### src/rtl/gouram_trace_serialiser_if.sv
// Output stream of the gouram trace serialiser: 32-bit valid/ready beats with a last flag.
interface gouram_trace_serialiser_if;
    logic        out_valid_o;
    logic [31:0] out_data_o;
    logic        out_last_o;
    logic        out_ready_i;

    modport master (
        output out_valid_o,
        output out_data_o,
        output out_last_o,
        input  out_ready_i
    );

    modport slave (
        input  out_valid_o,
        input  out_data_o,
        input  out_last_o,
        output out_ready_i
    );
endinterface

### src/rtl/gouram_trace_serialiser.sv
// Buffers whole gouram trace records and serialises each as one header beat
// ({seq, drop_cnt}) followed by ceil(TRACE_WIDTH/32) payload beats, LSW first.
module gouram_trace_serialiser #(
    parameter int unsigned TRACE_WIDTH = 128,
    parameter int unsigned FIFO_DEPTH  = 8,
    localparam int unsigned LVL_W      = $clog2(FIFO_DEPTH) + 1
) (
    input  logic                       clk,
    input  logic                       rst,
    input  logic                       trace_valid_i,
    input  logic [TRACE_WIDTH-1:0]     trace_data_i,
    gouram_trace_serialiser_if.master  stream_if,
    output logic [LVL_W-1:0]           fifo_level_o,
    output logic                       overflow_o
);

    localparam int unsigned BEATS  = (TRACE_WIDTH + 31) / 32;
    localparam int unsigned PTR_W  = $clog2(FIFO_DEPTH);
    localparam int unsigned PAD_W  = BEATS * 32;
    localparam int unsigned BEAT_W = (BEATS > 1) ? $clog2(BEATS) : 1;

    localparam logic [LVL_W-1:0]  LvlFull  = LVL_W'(FIFO_DEPTH);
    localparam logic [LVL_W-1:0]  LvlOne   = LVL_W'(1);
    localparam logic [BEAT_W-1:0] BeatLast = BEAT_W'(BEATS - 1);

    typedef enum logic [1:0] {StIdle, StHeader, StPayload} state_e;

    logic [TRACE_WIDTH-1:0] mem_q [FIFO_DEPTH];
    logic [PTR_W-1:0]       wr_ptr_q;
    logic [PTR_W-1:0]       rd_ptr_q;
    logic [LVL_W-1:0]       level_q;
    logic [LVL_W-1:0]       level_d;

    state_e                 state_q;
    logic [BEAT_W-1:0]      beat_q;
    logic [BEAT_W-1:0]      beat_nxt;
    logic                   out_valid_q;
    logic                   out_last_q;
    logic [31:0]            out_data_q;
    logic                   overflow_q;
    logic [15:0]            seq_q;
    logic [15:0]            drop_q;
    logic [15:0]            drop_d;

    logic                   push;
    logic                   drop;
    logic                   hs;
    logic                   hdr_hs;
    logic                   pop;
    logic [PAD_W-1:0]       head_pad;
    logic [31:0]            word_first;
    logic [31:0]            word_next;
    logic [31:0]            header_word;

    // Handshake decode, FIFO level and drop counter next-state, beat word selection.
    always_comb begin
        // Full is judged on the registered level only, so a same-edge pop never frees a slot.
        push   = trace_valid_i && (level_q != LvlFull);
        drop   = trace_valid_i && (level_q == LvlFull);
        hs     = out_valid_q && stream_if.out_ready_i;
        hdr_hs = hs && (state_q == StHeader);
        pop    = hs && (state_q == StPayload) && out_last_q;

        level_d = level_q;
        if (push && !pop) begin
            level_d = level_q + LvlOne;
        end else if (pop && !push) begin
            level_d = level_q - LvlOne;
        end

        drop_d = drop_q;
        if (hdr_hs) begin
            drop_d = {15'd0, drop};
        end else if (drop && (drop_q != 16'hFFFF)) begin
            drop_d = drop_q + 16'd1;
        end

        head_pad    = PAD_W'(mem_q[rd_ptr_q]);
        beat_nxt    = beat_q + 1'b1;
        word_first  = head_pad[31:0];
        word_next   = head_pad[32*beat_nxt +: 32];
        header_word = {seq_q, drop_d};
    end

    // Record storage; the head entry stays put until its final beat is accepted.
    always_ff @(posedge clk) begin
        if (push && !rst) begin
            mem_q[wr_ptr_q] <= trace_data_i;
        end
    end

    // FIFO pointers and level; pointers wrap naturally since FIFO_DEPTH is a power of two.
    always_ff @(posedge clk) begin
        if (rst) begin
            wr_ptr_q <= '0;
            rd_ptr_q <= '0;
            level_q  <= '0;
        end else begin
            if (push) begin
                wr_ptr_q <= wr_ptr_q + 1'b1;
            end
            if (pop) begin
                rd_ptr_q <= rd_ptr_q + 1'b1;
            end
            level_q <= level_d;
        end
    end

    // Drop counter and the one-cycle overflow pulse.
    always_ff @(posedge clk) begin
        if (rst) begin
            drop_q     <= '0;
            overflow_q <= 1'b0;
        end else begin
            drop_q     <= drop_d;
            overflow_q <= drop;
        end
    end

    // Framing FSM with registered stream outputs and the sequence counter.
    always_ff @(posedge clk) begin
        if (rst) begin
            state_q     <= StIdle;
            out_valid_q <= 1'b0;
            out_last_q  <= 1'b0;
            out_data_q  <= '0;
            beat_q      <= '0;
            seq_q       <= '0;
        end else begin
            unique case (state_q)
                StIdle: begin
                    if (level_q != '0) begin
                        state_q     <= StHeader;
                        out_valid_q <= 1'b1;
                        out_data_q  <= header_word;
                    end
                end
                StHeader: begin
                    if (hs) begin
                        state_q    <= StPayload;
                        beat_q     <= '0;
                        seq_q      <= seq_q + 16'd1;
                        out_data_q <= word_first;
                        out_last_q <= (BEATS == 1);
                    end else begin
                        // Keep the drop field current so drops seen while stalled are reported.
                        out_data_q <= header_word;
                    end
                end
                StPayload: begin
                    if (hs) begin
                        if (out_last_q) begin
                            out_last_q <= 1'b0;
                            if (level_q > LvlOne) begin
                                state_q    <= StHeader;
                                out_data_q <= header_word;
                            end else begin
                                state_q     <= StIdle;
                                out_valid_q <= 1'b0;
                                out_data_q  <= '0;
                            end
                        end else begin
                            beat_q     <= beat_nxt;
                            out_data_q <= word_next;
                            out_last_q <= (beat_nxt == BeatLast);
                        end
                    end
                end
                default: begin
                    state_q     <= StIdle;
                    out_valid_q <= 1'b0;
                    out_last_q  <= 1'b0;
                    out_data_q  <= '0;
                end
            endcase
        end
    end

    assign stream_if.out_valid_o = out_valid_q;
    assign stream_if.out_data_o  = out_data_q;
    assign stream_if.out_last_o  = out_last_q;
    assign fifo_level_o          = level_q;
    assign overflow_o            = overflow_q;

endmodule

### src/flat_wrapper.sv
// flat-port wrapper written by rule: the top's interface ports become plain ports
module gouram_trace_serialiser_flat 
#(
    parameter int unsigned TRACE_WIDTH = 128,
    parameter int unsigned FIFO_DEPTH  = 8,
    localparam int unsigned LVL_W      = $clog2(FIFO_DEPTH) + 1
)
  (clk, rst, trace_valid_i, trace_data_i, fifo_level_o, overflow_o, stream_if_out_valid_o, stream_if_out_data_o, stream_if_out_last_o, stream_if_out_ready_i);
  gouram_trace_serialiser_if stream_if_i ();
  input  logic clk;
  input  logic rst;
  input  logic trace_valid_i;
  input  logic [TRACE_WIDTH-1:0] trace_data_i;
  output logic [LVL_W-1:0] fifo_level_o;
  output logic overflow_o;
  output wire logic [$bits(stream_if_i.out_valid_o)-1:0] stream_if_out_valid_o;
  output wire logic [$bits(stream_if_i.out_data_o)-1:0] stream_if_out_data_o;
  output wire logic [$bits(stream_if_i.out_last_o)-1:0] stream_if_out_last_o;
  input wire logic [$bits(stream_if_i.out_ready_i)-1:0] stream_if_out_ready_i;
  assign stream_if_out_valid_o = stream_if_i.out_valid_o;
  assign stream_if_out_data_o = stream_if_i.out_data_o;
  assign stream_if_out_last_o = stream_if_i.out_last_o;
  assign stream_if_i.out_ready_i = stream_if_out_ready_i;
  gouram_trace_serialiser #(.TRACE_WIDTH(TRACE_WIDTH), .FIFO_DEPTH(FIFO_DEPTH)) u_core (.clk(clk), .rst(rst), .trace_valid_i(trace_valid_i), .trace_data_i(trace_data_i), .stream_if(stream_if_i), .fifo_level_o(fifo_level_o), .overflow_o(overflow_o));
endmodule
### config.mk
export PLATFORM = sky130hd
export DESIGN_NAME = gouram_trace_serialiser_flat
export DESIGN_NICKNAME = d
export VERILOG_FILES = /design/src/rtl/gouram_trace_serialiser_if.sv /design/src/rtl/gouram_trace_serialiser.sv /design/src/flat_wrapper.sv
export SDC_FILE = /design/constraint.sdc
export NUM_CORES = 1
export LEC_CHECK = 0
export ABC_AREA = 0
export CORE_UTILIZATION = 50
export DETAILED_ROUTE_END_ITERATION = 10
export PLACE_DENSITY = 0.72
export SYNTH_ARGS = -nofsm -noshare
export SYNTH_HDL_FRONTEND = slang
export SYNTH_SLANG_ARGS = --single-unit
### constraint.sdc
create_clock -name clk -period 15.7 [get_ports clk]
set_input_delay 3.14 -clock clk [delete_from_list [all_inputs] [get_ports clk]]
set_output_delay 3.14 -clock clk [all_outputs]
set_load 0.02 [all_outputs]
# Word-level counts from Yosys, hierarchy flattened
# Memories as Yosys holds them, arrays and structs flattened. A register that Yosys moved wholly into a read port is not among the register bits.
# Index checks and enable logic that the tools add are counted.
# op_classes
n_lt_le_gt_ge	1
n_shift	1
n_eq_ne	12
add_sub_neg	7
bitwise	2
muxes	33
n_reduce_logical	23
# ops
cell	n
$mux 32	5
$shiftx 128x8->32	1
$pmux 32 s3	1
$add 16x1->16 const B	2
$mux 16	2
$ne 16x16->1 const B	1
$mux 2	7
$logic_and 1x1->1	10
$mux 1	10
$mux 4	2
$ne 2x1->1 const B	4
$reduce_and 4->1	2
$add 3x1->3 const B	2
$mux 3	2
$pmux 1 s3	2
$pmux 2 s3	1
$reduce_and 5->1	1
$add 4x1->4 const B	1
$eq 2x2->1 const B	2
$eq 4x4->1 const B	1
$gt 4x1->1 const B	1
$ne 2x2->1 const B	2
$ne 4x4->1 const B	1
$pmux 2 s2	1
10 further kinds	15
# word_totals
ff_bits	81
mem_bits_rw	1024
inputBits	132
n_memories	1
output_inout_bits	39
word_cells	91
# mem_list
memory	words	width	rd	rd_clocked_by_memory_dff	wr	line_no	rtl
u_core.mem_q	8	128	1	1	1	gouram_trace_serialiser.sv:28	logic [TRACE_WIDTH-1:0] mem_q [FIFO_DEPTH];

# Depth between registers and ports, before layout
# Gate-level depths: netlist (run 1).
# logic_depth
word_depth	9
mapped_depth	11
ltp_nobuf	10

# Worst setup path before layout (run 1)
# No wires, ideal clock.
# synth_path
path_type	input-to-reg
from	input rst
to	memory u_core.mem_q[0][0], enable pin
cell_stages	3
t_required_ps	14928
setup_ps	772
t_arrival_ps	12372
path_slack_ps	2556
path_buffers	1
cell_sequence	clkbuf_1 -> or3_1 -> nor3_1
# synth_between
elab_chain_cells	4
# synth_lines
element	line_no	rtl
start: declaration	flat_wrapper.sv:11	input logic rst;
$logic_not 1->1	gouram_trace_serialiser.sv:87	if (push && !rst) begin
$logic_and 1x1->1	gouram_trace_serialiser.sv:87	
$mux 1	gouram_trace_serialiser.sv:87	
$mux 1 (implied by the code)	gouram_trace_serialiser.sv:88	mem_q[wr_ptr_q] <= trace_data_i;
end: declaration	gouram_trace_serialiser.sv:28	
# Every way passes these cells.

# Final worst setup path (run 1)
# layout_path
from	input trace_valid_i
to	memory u_core.mem_q[6][118], enable pin
# layout_between
elab_chain_cells	4
# layout_lines
element	line_no	rtl
start: declaration	flat_wrapper.sv:12	input logic trace_valid_i;
$logic_and 1x1->1	gouram_trace_serialiser.sv:58	push = trace_valid_i && (level_q != LvlFull);
$logic_and 1x1->1	gouram_trace_serialiser.sv:87	
$mux 1	gouram_trace_serialiser.sv:87	
$mux 1 (implied by the code)	gouram_trace_serialiser.sv:88	
# Every way passes these cells.

==> summary.md, run 1 <==
| Metric | Value |
|---|---|
| Outcome | `finished, final reports clean` |
| CTS max path bufs | `3` |
| Final worst-path cycle share | `0.407` |
| Post-synth cell types | `75` |
| Critical Path AT | `6.67 ns` |
| Routed WL | `between 90000 and 100000 um` |
| Vias in the first global route | `approximately 22k` |
| CTS tree | `built` |
| Residual DRC | `0` |
| Final Max Slew Viols | `0` |
| CTS buffer count | `103` |
| FFs w/ async S/R, synth | `0` |
| Syn Area/Cell | `19.5 um2` |
| Final cell count without fillers | `between 3k and 4k` |
| Layout overhead on the synthesized area | `14.0%` |
| Clock transition at path regs | `approximately 0.06 ns` |
| Post-synth EDFFs | `roughly 1.0k` |
| Hold_sp | `u_core.wr_ptr_q[1]` |
| Iter 0 DRT Violations | `2573` |
| Hold Path Stages | `2` |
| Post-synthesis compound-gate area fraction | `0.0463` |
| Postcts setup bufs | `0` |
| Port Buffers | `170` |
| Required time of the critical path | `15.98 ns` |
| Wirelength per Cell | `roughly 27 um` |
| Crit path kind | `in2reg` |
| Lkg Pwr | `approximately 15 nW` |
| Synth top area cells | `edfxtp_1, mux4_2, mux2i_1, dfxtp_1, nor2_1` |
| Starting Density | `0.507` |
| Die height | `approximately 300 um` |
| Crit end category | `flip-flop` |
| Fin area | `0.0495 mm2` |
| GPL Wtd Cong | `0.853` |
| Number of routed nets with antenna violations | `0` |
| Hold Violations, Final | `0` |
| Pin count of the biggest net entering global routing | `about 130` |
| First-pass GRT wire length | `145000 um` |
| Root Buffer | `clkbuf_16` |
| Synth area leader | `edfxtp_1` |
| CORE AREA | `0.0855 mm2` |
| Clock skew | `0.0166 ns` |
| Final min period | `around 6.4 ns` |
| Die area | `0.0880 mm2` |
| Worst Setup SP | `trace_valid_i` |
| VDD IR max | `just under 0.00008 V` |
| Worst-Margin Slew | `1.25 ns` |
| Share of cells above drive strength 1 | `0.168` |
| Post-Synth Adder-Cell Area | `0.00288` |
| Most common cell in the netlist | `edfxtp_1` |
| Total power draw | `6.07 mW` |
| Max incr delay on CP | `0.87 ns` |
| Clock sinks | `1108` |
| Detail Placement HPWL | `59400 um` |
| Row cnt | `~110` |
| Total GRT Usage | `0.228` |
| Max-cap viol count | `0` |
| Via count | `~22k` |
| Rel. slew slack | `0.167` |
| RSZ-0062 raised after global routing | `false` |
| Syn Nets | `between 2k and 2.5k` |
| Fin util | `0.578` |
| Xor/xnor share of the synthesized area | `0.00605` |
| Power Density | `123 mW/mm2` |
| Max Fclk | `0.156 GHz` |
| H-tree depth | `3` |
| Area post-placement | `0.0462 mm2` |
| Crit start category | `primary input` |
| Grt ovf | `0` |
| Drt pass-1 iters | `6` |
| Slowest cell on crit path | `buf_4` |
| Hold_ws | `0.516 ns` |
| Clock Latency Late Sink | `0.67 ns` |
| Hold/Removal Path Class | `reg2reg` |
| Crit Reg-Reg Endpoint | `u_core.mem_q[6][118]` |
| Dpl cells | `3454` |
| Chip width | `297 um` |
| Final WS setup | `between 9 and 10 ns` |
| Post-synthesis sequential area ratio | `0.747` |
| Post-synth top cells | `edfxtp_1, mux4_2, mux2i_1` |
| Yosys warns | `0` |
| Crit path cell chain | `clkdlybuf4s50_1 > nand2_1 > nor2_1 > nand2_1 > nor2_4 > buf_4 > buf_4` |
| Combinational family with the most area after synthesis | `multiplexers` |
| Synth Area in Simple Gates | `0.0300` |
| Worst slack, placed | `roughly 8.6 ns` |
| R2R Path Start | `u_core.fifo_level_o[0]` |
| Internal reg-to-reg setup slack | `11.30 ns` |
| Reg2Reg Depth | `9` |
| Post-CTS Hold Buffers | `0` |
| Setup_tns | `0 ns` |
| Post-Syn Area | `0.0434 mm2` |
| Mux cell area share after synthesis | `0.149` |
| CP max FO | `60` |
| # setup viols final | `0` |
| Post-Synthesis Cells | `~2.2k` |
| Initial antenna violation count | `16` |
| Vias per cell | `6.11` |
| Cts repair resizes | `0` |
| Worst hold endpoint | `u_core.wr_ptr_q[1]` |
| Post-synth top area share | `0.708` |
| Main synth FF type | `edfxtp_1` |
| Nets | `2557` |
| Seq cells post-synth | `1108` |
| I/O pin total | `171` |
power by group:
part / switching, mW / leakage [nW] / internal [mW]
Clock: 1.03 / 1.60 / 1.39
Combinational: 0.212 / 3.38 / 0.113
Sequential: 0.0302 / 9.93 / 3.29
Total: 1.28 / 14.9 / 4.79
cell families (layout without fill, tap and decap cells):
family,Yosys count,in the layout
mux,393,393
simple gates,264,264
flops,1108,1108
other cells,0,4
fa+ha+maj,10,10
compound gates,283,283
xor+xnor,30,30
buf+inv,134,409
routing by layer:
layer,share of wire,vias up,GRT usage
met1,0.41,11541,0.326
met5,0.0013,-,0
met2,0.47,989,0.350
met3,0.087,145,0.0495
met4,0.024,20,0.0741
li1,-,9561,-
final cells by class:
cell class | count | area, um2
Clock inverter | 56 | 484
Timing Repair Buffer | 210 | 2030
Clock buffer | 131 | 2810
Inverter | 12 | 45.0
Sequential cell | 1108 | 32400
Antenna cell | 4 | 10.0
Tap cell | 1144 | 1430
Fill cell | 6069 | 36100
Multi-Input combinational cell | 980 | 10200
critical path, delay by kind of cell:
kind	cells	cell delay [ns]
buffers and inverters	3	2.15
AND/OR/NAND/NOR	4	1.19
how the worst max path moves through the flow:
stage	to	slack, ns	depth (start not counted)
finish	u_core.mem_q[6][118]	9.31	7
CTS	u_core.mem_q[6][26]	9.27	7
floorplan	u_core.mem_q[0][0]	2.56	3
global route	u_core.mem_q[6][22]	9.14	7
detailed placement	u_core.mem_q[6][53]	8.60	7
global placement	u_core.mem_q[6][22]	8.52	7
state kept, by name (all words and copies together) (netlist names), 2 cells and up, named ones only:
signal                       cells
u_core.stream_if.out_data_o     32
u_core.state_q                   2
u_core.beat_q                    2
u_core.drop_q                   16
u_core.rd_ptr_q                  3
u_core.seq_q                    16
u_core.fifo_level_o              4
u_core.wr_ptr_q                  3
u_core.mem_q                  1024
cells in the final DEF, fill, tap and decap left out, drive strengths merged, types with 43 or more instances in the layout:
cell type | synthesis | layout
mux4 | 197 | 197
nand2 | 53 | 53
a21oi | 62 | 62
clkbuf | 36 | 131
dfxtp | 84 | 84
nor2 | 88 | 88
clkdlybuf4s50 | 0 | 169
edfxtp | 1024 | 1024
clkinv | 0 | 43
mux2i | 173 | 173
Note: power is estimated with default switching activity, not from simulation.
==> run 2: changes to the inputs <==
- clock period: 15.7 -> 5.9 ns (I/O delays scaled with it)
==> run 2 against run 1 <==
  * Clock skew grew 0.00080 ns
  * Worst setup slack worse by 7.4 ns
  * Total power grew to 2.7 times the previous value
  * Sequential cell count is the same
  * First-iteration DRC count decreased by 4.2%
  * Count of clock-buffer cells in the layout down 1
  * Largest cell class unchanged
  * Critical path depth grew 2
  * Critical endpoint is now u_core.stream_if.out_data_o[18]
  * Core utilization increased by 0.50 points
  * Critical path type is now reg2reg
  * Sequential power grew to 2.7 times the previous value
  * Final cell count increased by 0.41%
==> summary.md, run 2 (synthesized netlist as in run 1, its figures left out) <==
| Metric | Value |
|---|---|
| Hold/Removal Path Class | `reg2reg (unchanged)` |
| Fillers | `6092 (was 6069)` |
| Vias in the first global route | `22.5k (was 21.9k)` |
| CTS max path bufs | `3 (unchanged)` |
| Number of routed nets with antenna violations | `0 (unchanged)` |
| Die height | `297 um (unchanged)` |
| Power Density | `333 mW/mm2 (was 123 mW/mm2)` |
| Setup_tns | `0 ns (unchanged)` |
| Chip width | `297 um (unchanged)` |
| CTS tree | `built (unchanged)` |
| Residual DRC | `0 (unchanged)` |
| Vias per cell | `6.11 (about the same)` |
| Hold_ws | `0.503 ns (was 0.516 ns)` |
| Final worst-path cycle share | `0.678` |
| Grt ovf | `0 (unchanged)` |
| Outcome | `finished, final reports clean (unchanged)` |
| Clock skew | `0.0174 ns (was 0.0166 ns)` |
| Max-cap viol count | `0 (unchanged)` |
| Starting Density | `0.507 (unchanged)` |
| Routed WL | `102000 um (was 99600 um)` |
| Cts repair resizes | `0 (unchanged)` |
| I/O pin total | `171 (unchanged)` |
| Root Buffer | `clkbuf_16 (unchanged)` |
| CP max FO | `41 (was 60)` |
| # setup viols final | `0 (unchanged)` |
| Final min period | `4.00 ns` |
| Rel. slew slack | `0.315 (was 0.167)` |
| CORE AREA | `0.0855 mm2 (unchanged)` |
| Worst-Margin Slew | `1.03 ns (was 1.25 ns)` |
| Crit start category | `flip-flop (was primary input)` |
| Crit path kind | `reg2reg (was in2reg)` |
| Clock sinks | `1108 (unchanged)` |
| Final Max Slew Viols | `0 (unchanged)` |
| Drt pass-1 iters | `5 (was 6)` |
| Hold Violations, Final | `0 (unchanged)` |
| Layout overhead on the synthesized area | `15.0% (was 14.0%)` |
| Total GRT Usage | `0.233 (was 0.228)` |
| Largest Register | `u_core.mem_q (unchanged)` |
| RSZ-0062 raised after global routing | `false (unchanged)` |
| Required time of the critical path | `6.43 ns (was 15.98 ns)` |
| Lkg Pwr | `15.1 nW (was 14.9 nW)` |
| Postcts setup bufs | `0 (unchanged)` |
| Share of cells above drive strength 1 | `0.176 (was 0.168)` |
| H-tree depth | `3 (unchanged)` |
| Max Fclk | `0.250 GHz` |
| Initial antenna violation count | `16 (unchanged)` |
| Clock transition at path regs | `0.06 ns (about the same)` |
| Die area | `0.0880 mm2 (unchanged)` |
| Post-CTS Hold Buffers | `0 (unchanged)` |
| Port Buffers | `170 (unchanged)` |
| Nets | `2564 (was 2557)` |
| VDD IR max | `0.000205 V (was 0.0000777 V)` |
| Commonest non-fill, non-tap cell in the layout | `edfxtp_1 (unchanged)` |
| Final WS setup | `1.90 ns (was 9.31 ns)` |
| GPL Wtd Cong | `0.886 (was 0.853)` |
| Worst slack, placed | `2.01 ns (was 8.60 ns)` |
| Row cnt | `107 (unchanged)` |
| Pin count of the biggest net entering global routing | `90 (was 129)` |
| Via count | `22.4k (was 22.3k)` |
| Wirelength per Cell | `27.9 um (was 27.3 um)` |
| Most frequent cells in the layout | `edfxtp_1, mux4_2, mux2i_1, clkdlybuf4s50_1, clkbuf_16 (unchanged)` |
| Iter 0 DRT Violations | `2466 (was 2573)` |
| Critical Path AT | `4.53 ns (was 6.67 ns)` |
| CTS buffer count | `108 (was 103)` |
| Crit end category | `flip-flop (unchanged)` |
| First-pass GRT wire length | `149000 um (was 145000 um)` |
| Total power draw | `16.6 mW (was 6.07 mW)` |
| Number of flip-flops in the largest register | `1024 (unchanged)` |
| Detail Placement HPWL | `60300 um (was 59400 um)` |
| Clock Latency Late Sink | `0.67 ns (about the same)` |
## run 2: changes by cell type in the layout (fill, tap and decap cells not counted), sizes merged
cell / change
clkinvlp: +5
buf: +2
clkbuf: -1
clkinv: +6
diode: -1
inv: -1
bufinv: +5
## run 2: area by class of cell
type / instances / area, um2 / area share
Sequential cell: 1108 / 32400 / 0.650
Clock buffer: 130 / 2860 / 0.0573
Timing Repair Buffer: 212 / 2170 / 0.0436
Tap cell: 1144 / 1430 / 0.0287
Multi-Input combinational cell: 980 / 10200 / 0.205
Antenna cell: 3 / 7.51 / 0.000150
Clock inverter: 71 / 711 / 0.0142
Inverter: 12 / 45.0 / 0.000903
## run 2: power breakdown
| group | switching [mW] | internal (mW) | total, mW |
|---|---|---|---|
| combinational | 0.566 | 0.309 | 0.875 |
| clock | 2.88 | 4.02 | 6.90 |
| sequential | 0.0850 | 8.76 | 8.84 |
## run 2: worst paths after layout
path | startpoint | to | slack [ns] | cells after the start
hold / removal | u_core.wr_ptr_q[1] | u_core.wr_ptr_q[1] | 0.50 | 2
setup / recovery | u_core.beat_q[0] | u_core.stream_if.out_data_o[18] | 1.90 | 9
setup reg to reg | u_core.beat_q[0] | u_core.stream_if.out_data_o[18] | 1.90 | 9
hold reg to reg | u_core.wr_ptr_q[1] | u_core.wr_ptr_q[1] | 0.50 | 2
## run 2: per-layer routing
layer / GRT usage / wire, um / share of wire
met1: 0.330 / 42500 / 0.42
met2: 0.373 / 49500 / 0.49
met3: 0.0438 / 7760 / 0.076
met4: 0.0625 / 2060 / 0.020
met5: 0 / 167 / 0.0016
## run 2: metrics by stage
step | cell area [um2] | instances | utilization
after floorplan | 43400 | 2222 | -
after global placement | 46300 | 3456 | 0.542
after detailed placement | 46300 | 3456 | 0.542
after CTS | 49900 | 3657 | 0.583
after global routing | 49900 | 3658 | 0.583
final | 49900 | 3660 | 0.583
## run 2: critical path, cell delays in order (launching register included)
cell and delay (ns):
dfxtp_1 0.78, inv_1 0.16, ha_1 0.55, buf_4 0.51, inv_1 0.50, nor2_1 0.44
nand2_1 0.29, o22ai_1 0.28, a211o_1 0.23, o22ai_1 0.10
==> run 3: changes to the inputs <==
- PLACE_DENSITY: 0.72 -> 0.74
- clock period: 5.9 -> 3.5 ns (I/O delays scaled with it)
==> run 3 against run 2 <==
  * Maximum frequency up 28%
  * Critical path type unchanged
  * Register-to-register slack lost 1.5 ns
  * Total power up 71%
  * Sequential cell count unchanged
  * Clock power increased by 74%
  * Largest power group unchanged
  * Critical endpoint is now u_core.stream_if.out_data_o[9]
  * Global-route usage increased by 0.57 points
==> summary.md, run 3 (synthesized netlist as in run 1, its figures left out) <==
| Metric | Value |
|---|---|
| Pin count of the biggest net entering global routing | `67 (was 90)` |
| Worst-Margin Slew | `0.949 ns (was 1.03 ns)` |
| First-pass GRT wire length | `152000 um (was 149000 um)` |
| Hold/Removal Path Class | `in2reg (was reg2reg)` |
| Number of routed nets with antenna violations | `0 (unchanged)` |
| Vias per cell | `6.16 (was 6.11)` |
| Final Max Slew Viols | `0 (unchanged)` |
| Cts repair resizes | `0 (unchanged)` |
| Max-cap viol count | `0 (unchanged)` |
| Chip width | `297 um (unchanged)` |
| CTS tree | `built (unchanged)` |
| RSZ-0062 raised after global routing | `false (unchanged)` |
| Dpl cells | `3521 (was 3456)` |
| Commonest non-fill, non-tap cell in the layout | `edfxtp_1 (unchanged)` |
| Grt ovf | `0 (unchanged)` |
| Row cnt | `107 (unchanged)` |
| Final worst-path cycle share | `0.892 (was 0.678)` |
| CP max FO | `29 (was 41)` |
| Outcome | `finished, final reports clean (unchanged)` |
| Clock transition at path regs | `0.06 ns (about the same)` |
| Wirelength per Cell | `27.9 um (about the same)` |
| H-tree depth | `3 (unchanged)` |
| Nets | `2626 (was 2564)` |
| Number of flip-flops in the largest register | `1024 (unchanged)` |
| CTS buffer count | `105 (was 108)` |
| Crit end category | `flip-flop (unchanged)` |
| Residual DRC | `0 (unchanged)` |
| Rel. slew slack | `0.362 (was 0.315)` |
| Drt pass-1 iters | `6 (was 5)` |
| Starting Density | `0.507 (unchanged)` |
| VDD IR max | `0.000395 V (was 0.000205 V)` |
| Power Density | `559 mW/mm2 (was 333 mW/mm2)` |
| Clock sinks | `1108 (unchanged)` |
| Final min period | `3.12 ns (was 4.00 ns)` |
| Crit start category | `flip-flop (unchanged)` |
| Total GRT Usage | `0.239 (was 0.233)` |
| Via count | `22.9k (was 22.4k)` |
| Fin area | `0.0509 mm2 (was 0.0499 mm2)` |
| Clock skew | `0.0277 ns (was 0.0174 ns)` |
| Detail Placement HPWL | `64800 um (was 60300 um)` |
| Total power draw | `28.4 mW (was 16.6 mW)` |
| Most frequent cells in the layout | `edfxtp_1, mux4_2, mux2i_1, clkdlybuf4s50_1, clkbuf_16 (unchanged)` |
| Required time of the critical path | `4.08 ns (was 6.43 ns)` |
| Routed WL | `104000 um (was 102000 um)` |
| Vias in the first global route | `22.7k (was 22.5k)` |
| Fillers | `5935 (was 6092)` |
| Final cell count without fillers | `3727 (was 3660)` |
| CTS max path bufs | `3 (unchanged)` |
| CORE AREA | `0.0855 mm2 (unchanged)` |
| # setup viols final | `0 (unchanged)` |
| Lkg Pwr | `15.5 nW (was 15.1 nW)` |
| Root Buffer | `clkbuf_16 (unchanged)` |
| Port Buffers | `170 (unchanged)` |
| Die area | `0.0880 mm2 (unchanged)` |
| Post-CTS Hold Buffers | `0 (unchanged)` |
| Initial antenna violation count | `24 (was 16)` |
| Largest Register | `u_core.mem_q (unchanged)` |
| Hold Violations, Final | `0 (unchanged)` |
| Layout overhead on the synthesized area | `17.1% (was 15.0%)` |
| Crit path kind | `reg2reg (unchanged)` |
| Max Fclk | `0.320 GHz (was 0.250 GHz)` |
| Share of cells above drive strength 1 | `0.201 (was 0.176)` |
| GPL Wtd Cong | `0.907 (was 0.886)` |
| Setup_tns | `0 ns (unchanged)` |
| Die height | `297 um (unchanged)` |
| Postcts setup bufs | `0 (unchanged)` |
| Area post-placement | `0.0471 mm2 (was 0.0463 mm2)` |
| Critical Path AT | `3.70 ns (was 4.53 ns)` |
| Clock Latency Late Sink | `0.68 ns (was 0.67 ns)` |
| Iter 0 DRT Violations | `2341 (was 2466)` |
| I/O pin total | `171 (unchanged)` |
-- run 3: changes by cell type in the layout (fill, tap and decap cells not counted), moves of 4 or more --
cell       previous run  this run
buf_4                29        70
buf_12               13        37
clkinv_1             23        14
clkbuf_8              1         9
clkinv_2             23        15
bufinv_16            13        18
diode_2               3         8
clkbuf_1             18        22
clkbuf_16           111       107
-- run 3: routing by layer --
layer,GRT usage,wire length [um]
met5,0,177
met4,0.0620,1900
met3,0.0495,9040
met2,0.383,50600
met1,0.335,42400
-- run 3: stage by stage --
step	setup slack [ns]	hold WS (ns)	util
global placement	0.440	0.486	0.551
CTS	0.423	0.327	0.594
floorplan	-1.27	0.466	-
global route	0.274	0.363	0.594
detailed placement	0.438	0.489	0.551
finish	0.377	0.358	0.594
-- run 3: worst paths after layout --
check	from	to	slack (ns)	cells past startpoint
worst max-delay path	u_core.beat_q[0]	u_core.stream_if.out_data_o[9]	0.38	8
worst min register to register	u_core.seq_q[1]	u_core.seq_q[1]	0.50	2
worst max register to register	u_core.beat_q[0]	u_core.stream_if.out_data_o[9]	0.38	8
worst min-delay path	rst	u_core.fifo_level_o[0]	0.36	2
-- run 3: layout make-up --
type,instances,area [um2],share of cell area
flip-flops and latches,1108,32400,0.638
multi-input cells,980,10300,0.202
repair buffers,277,2960,0.0583
clock buffers,138,2880,0.0567
well taps,1144,1430,0.0281
clock inverters,60,803,0.0158
inverters,12,45.0,0.000886
diodes,8,20.0,0.000394
-- run 3: critical path, cell delays in order, from the launching register on --
cell and delay (ns):
dfxtp_1 0.34, inv_1 0.07, ha_2 0.36, buf_4 0.26, nor2b_1 0.37, nand2_1 0.61, o22ai_1 0.75, a21oi_1 0.09
a31oi_1 0.20
-- run 3: where the power goes --
group          switching (mW)  internal (mW)
clock network            4.82           7.15
logic                   0.959          0.589
registers               0.148           14.8
